File: config.mk
export PLATFORM = sky130hd
export DESIGN_NAME = bcd2seg_mux_flat
export DESIGN_NICKNAME = d
export VERILOG_FILES = /design/src/rtl/bcd2seg_mux_if.sv /design/src/rtl/bcd2seg_mux.sv /design/src/flat_wrapper.sv
export SDC_FILE = /design/constraint.sdc
export NUM_CORES = 1
export LEC_CHECK = 0
export ABC_AREA = 1
export CAP_MARGIN = 0
export CORE_ASPECT_RATIO = 1.4
export CORE_UTILIZATION = 40
export DETAILED_ROUTE_END_ITERATION = 8
export PLACE_DENSITY = 0.63
export SLEW_MARGIN = 15
export SYNTH_ARGS = -nofsm -noshare
export SYNTH_HDL_FRONTEND = slang
export SYNTH_SLANG_ARGS = --single-unit
File: constraint.sdc
create_clock -name clk -period 1.8 [get_ports clk]
set_input_delay 0.54 -clock clk [delete_from_list [all_inputs] [get_ports clk]]
set_output_delay 0.54 -clock clk [all_outputs]
set_load 0.01 [all_outputs]
File: src/rtl/bcd2seg_mux_if.sv
// bcd2seg_mux_if: load/digit inputs and segment/anode/error outputs of the
// two-digit multiplexed 7-segment driver.
interface bcd2seg_mux_if;
    logic       load;
    logic [3:0] uni;
    logic [3:0] dec;
    logic [6:0] seg;
    logic [1:0] an;
    logic       err;

    modport master (output load, output uni, output dec,
                    input  seg,  input  an,  input  err);
    modport slave  (input  load, input  uni, input  dec,
                    output seg,  output an,  output err);
endinterface

File: src/rtl/bcd2seg_mux.sv
// bcd2seg_mux: latches a two-digit BCD value and scans it onto a multiplexed
// 7-segment display with a programmable dwell time and an inter-digit
// blanking gap. Optional macro LEADING_ZERO_BLANK_EN darkens a tens digit of 0.
module bcd2seg_mux #(
    parameter int unsigned SCAN_DIV  = 50000,
    parameter int unsigned BLANK_CYC = 16,
    parameter int unsigned CNT_W     = 16
) (
    input  logic          clk,
    input  logic          rst,
    bcd2seg_mux_if.slave  bus
);

    localparam logic [CNT_W-1:0] SCAN_LAST  = CNT_W'(SCAN_DIV - 1);
    localparam logic [CNT_W-1:0] BLANK_LAST = CNT_W'((BLANK_CYC == 0) ? 0 : BLANK_CYC - 1);
    localparam bit               HAS_BLANK  = (BLANK_CYC != 0);

    typedef enum logic [1:0] {
        U_ON  = 2'd0,
        BLK_U = 2'd1,
        T_ON  = 2'd2,
        BLK_T = 2'd3
    } state_t;

    state_t           state, state_nx;
    logic [CNT_W-1:0] cnt, cnt_nx;
    logic             run;
    logic [3:0]       uni_q, dec_q;
    logic [6:0]       seg_q, seg_nx;
    logic [1:0]       an_q, an_nx;
    logic             err_q;

    // BCD digit to gfedcba segment pattern; non-BCD shows a dash
    function automatic logic [6:0] seg_decode(input logic [3:0] d);
        logic [6:0] s;
        case (d)
            4'd0:    s = 7'h3F;
            4'd1:    s = 7'h06;
            4'd2:    s = 7'h5B;
            4'd3:    s = 7'h4F;
            4'd4:    s = 7'h66;
            4'd5:    s = 7'h6D;
            4'd6:    s = 7'h7D;
            4'd7:    s = 7'h07;
            4'd8:    s = 7'h7F;
            4'd9:    s = 7'h6F;
            default: s = 7'h40;
        endcase
        return s;
    endfunction

    // Next state/counter; the first edge after reset enters U_ON without advancing
    always_comb begin
        state_nx = state;
        cnt_nx   = cnt + CNT_W'(1);
        if (!run) begin
            state_nx = U_ON;
            cnt_nx   = '0;
        end else begin
            case (state)
                U_ON: if (cnt == SCAN_LAST) begin
                    state_nx = HAS_BLANK ? BLK_U : T_ON;
                    cnt_nx   = '0;
                end
                BLK_U: if (cnt == BLANK_LAST) begin
                    state_nx = T_ON;
                    cnt_nx   = '0;
                end
                T_ON: if (cnt == SCAN_LAST) begin
                    state_nx = HAS_BLANK ? BLK_T : U_ON;
                    cnt_nx   = '0;
                end
                BLK_T: if (cnt == BLANK_LAST) begin
                    state_nx = U_ON;
                    cnt_nx   = '0;
                end
                default: begin
                    state_nx = U_ON;
                    cnt_nx   = '0;
                end
            endcase
        end
    end

    // Output decode for the state being entered, using the currently latched digits
    always_comb begin
        an_nx  = 2'b00;
        seg_nx = 7'h00;
        case (state_nx)
            U_ON: begin
                an_nx  = 2'b01;
                seg_nx = seg_decode(uni_q);
            end
            T_ON: begin
`ifdef LEADING_ZERO_BLANK_EN
                if (dec_q != 4'd0) begin
                    an_nx  = 2'b10;
                    seg_nx = seg_decode(dec_q);
                end
`else
                an_nx  = 2'b10;
                seg_nx = seg_decode(dec_q);
`endif
            end
            default: begin
                an_nx  = 2'b00;
                seg_nx = 7'h00;
            end
        endcase
    end

    // State, counter, digit latches and registered outputs
    always_ff @(posedge clk or negedge rst) begin
        if (!rst) begin
            state <= U_ON;
            cnt   <= '0;
            run   <= 1'b0;
            uni_q <= 4'd0;
            dec_q <= 4'd0;
            seg_q <= 7'h00;
            an_q  <= 2'b00;
            err_q <= 1'b0;
        end else begin
            state <= state_nx;
            cnt   <= cnt_nx;
            run   <= 1'b1;
            seg_q <= seg_nx;
            an_q  <= an_nx;
            err_q <= (uni_q > 4'd9) | (dec_q > 4'd9);
            if (bus.load) begin
                uni_q <= bus.uni;
                dec_q <= bus.dec;
            end
        end
    end

    assign bus.seg = seg_q;
    assign bus.an  = an_q;
    assign bus.err = err_q;

endmodule

File: src/flat_wrapper.sv
// flat-port wrapper written by rule: the top's interface ports become plain ports
module bcd2seg_mux_flat 
#(
    parameter int unsigned SCAN_DIV  = 50000,
    parameter int unsigned BLANK_CYC = 16,
    parameter int unsigned CNT_W     = 16
)
  (clk, rst, bus_load, bus_uni, bus_dec, bus_seg, bus_an, bus_err);
  bcd2seg_mux_if bus_i ();
  input  logic clk;
  input  logic rst;
  input wire logic [$bits(bus_i.load)-1:0] bus_load;
  input wire logic [$bits(bus_i.uni)-1:0] bus_uni;
  input wire logic [$bits(bus_i.dec)-1:0] bus_dec;
  output wire logic [$bits(bus_i.seg)-1:0] bus_seg;
  output wire logic [$bits(bus_i.an)-1:0] bus_an;
  output wire logic [$bits(bus_i.err)-1:0] bus_err;
  assign bus_i.load = bus_load;
  assign bus_i.uni = bus_uni;
  assign bus_i.dec = bus_dec;
  assign bus_seg = bus_i.seg;
  assign bus_an = bus_i.an;
  assign bus_err = bus_i.err;
  bcd2seg_mux #(.SCAN_DIV(SCAN_DIV), .BLANK_CYC(BLANK_CYC), .CNT_W(CNT_W)) u_core (.clk(clk), .rst(rst), .bus(bus_i));
endmodule
==> metrics <==
die area 5770 sq um; clock insertion delay at the later pin of the skew report 290 ps; Min-Delay Path Class in2async; power density over cell area 699 nW/um^2; first-pass GRT wire length 7.45 mm; CTS tree done; DRT Pass-1 Iters 4; cells along the critical path clkdlybuf4s50_1; Mean Syn Cell Area 8.67 sq um; WS Path Type reg2out; DIE WIDTH 64.5 um; fraction of synthesized area in multiplexers 0%; M1 GR Usage 18.9%; Synth Area in Compound Gates 10.2%; yosys warns 0; core area 5200 sq um; Post-Synth Adder-Cell Area 7.45%; Netlist cell types 35; setup TNS 0 ps; Critical Path Fanout Max 1; max-slew violations 0; Starting Density 42.0%; Tmin final 1690 ps; ratio of cells with drive above 1 in the final layout 12.2%; Post-CTS Setup Bufs 0; Register Area 926 sq um; Max-cap violations 0; Placed Cells 336; Area contributors post-synth dfrtp_1 (42%), ha_1 (7.4%), nand2_1 (6.7%); multi-input gate area in the final layout 1120 sq um; vias in the first global route 1630; final net count 301; maximum vdd drop 0.358 mV; P_leak 1.15 nW; Routed WL per cell 12.2 um; clock sink total 37; Clock Skew 10.3 ps; worst reg-to-reg setup slack 240 ps; ANT nets after route 0; CP peak stage delay 530 ps; Required @ worst endpoint 1260 ps; Non-Filler Instances 344; final setup fails 0; Post-Syn Instances 252; post-place setup slack 192 ps; Post-Syn Area 2180 sq um; final worst-path cycle share 93.9%; CP top delay family buffers and inverters; CP max-delay cell clkdlybuf4s50_1; Placer Congestion 0.792; antenna violations before repair 0; met3 Track Usage GR 3.44%; main combinational cell family by area after synthesis simple AND/OR/NAND/NOR gates; Post-Syn Nets 276; crit start category flip-flop; ant diodes 0; endpoint class of the critical path primary output; H-tree depth 2; Synth top cells by count nand2_1 (39), dfrtp_1 (37), nor2_1 (31), inv_1 (28), nand3_1 (23); DRC Markers 0; # port buffers 20; WP depth 1; Final WS setup 110 ps; vias per cell 4.83; Top Usage Layer GRT met2; ys async rst share 100%; CTS buffer count 5; sequential fraction of the synthesis area 42.4%; Row Count 31; WL final 4.18 mm; drt first-iter violations 37; post-route cell area 2540 sq um; Arr. time, crit path 1150 ps; main flop type after synthesis dfrtp_1; outcome completed; Synth Area in Simple Gates 30.4%; hold_buf cts 0; GRT Residual Overflow 0; top cell type's share of synthesized area 42.4%; Filler cells 531; critical register-to-register path endpoint u_core.bus.seg[5]; Reg2Reg Depth 8; Worst-path clk slew 80 ps; root buf cell clkbuf_8; fmax 592 MHz; number of flops mapped to enable cells by yosys 0; final hold violation count 0; grt met2 use 31.2%; most frequent cell after synthesis nand2_1; clock buffer depth 2; io pins 21; all-layer global routing usage 17.1%; Cell Area, Placed 2460 sq um; DP HPWL 3.16 mm; xor-xnor portion of the synthesized cell area 3.21%; RSZ-0062 raised after global routing no; Buf/Inv on CP 1; via count 1661; CTS resizes 0; Die Span Y 89.4 um; worst flop-to-flop path startpoint u_core.cnt[0]; Seq cells post-synth 37; largest net degree at the start of global routing 38; Layout area overhead 16.5%; Yosys top cell by area dfrtp_1
==> layout by cell type (no fill, tap or decap), drive strengths merged, types with 2 or more instances in the layout <==
cell type	count
clkdlybuf4s50	19
buf	2
a31oi	3
inv	30
a21oi	13
clkbuf	5
xor2	6
nand3	28
nor3	10
dfrtp	37
nor2	36
nand2	43
o21bai	3
ha	13
clkinv	2
xnor2	2
nor3b	3
o21ai	17
==> stage by stage <==
step                total power [mW]  utilization [%]  hold WS (ps)
global placement                1.22             47.3           439
finish                          1.78             49.0           204
global route                    1.89             49.0           215
CTS                             1.81             49.0           209
floorplan                       1.08                -           244
detailed placement              1.23             47.3           464
==> layout make-up <==
| cell class | instances | share of cell area [%] |
|---|---|---|
| Multi-Input combinational cell | 182 | 44.1 |
| Clock buffer | 5 | 2.70 |
| Tap cell | 66 | 3.24 |
| Sequential cell | 37 | 36.4 |
| Inverter | 30 | 4.42 |
| Clock inverter | 3 | 0.688 |
| Timing Repair Buffer | 21 | 8.46 |
==> flip-flops by register name (all words and copies together), names as in the netlist <==
name,cells
u_core.bus.an,2
u_core.bus.err,1
u_core.bus.seg,7
u_core.cnt,16
u_core.dec_q,4
u_core.run,1
u_core.state,2
u_core.uni_q,4
==> routing by layer <==
layer  wire length (um)  vias to the layer above
met5                  0                        -
met4                 93                        0
met3                101                        7
met2               2260                       26
met1               1730                      760
li1                   -                      868
==> where the power goes <==
group	internal [mW]	switching (mW)	total (mW)	leakage, nW
registers	0.880	0.0286	0.909	0.471
clock network	0.267	0.306	0.573	0.0439
logic	0.135	0.161	0.296	0.634
==> cell families after synthesis <==
kind of cell | after synthesis
compound gates | 38
xor+xnor | 8
fa+ha+maj | 13
buf+inv | 33
flops | 37
other cells | 1
simple gates | 122
==> worst max-delay path by stage <==
stage                     slack [ps]              start                end
after floorplan                  370      u_core.cnt[0]  u_core.bus.seg[2]
after global placement           240           bus_load    u_core.dec_q[3]
after detailed placement         190           bus_load    u_core.dec_q[1]
after CTS                         80  u_core.bus.seg[4]         bus_seg[4]
after global routing              50  u_core.bus.seg[4]         bus_seg[4]
final                            110  u_core.bus.seg[4]         bus_seg[4]
Power figures use the tool's default switching activity.
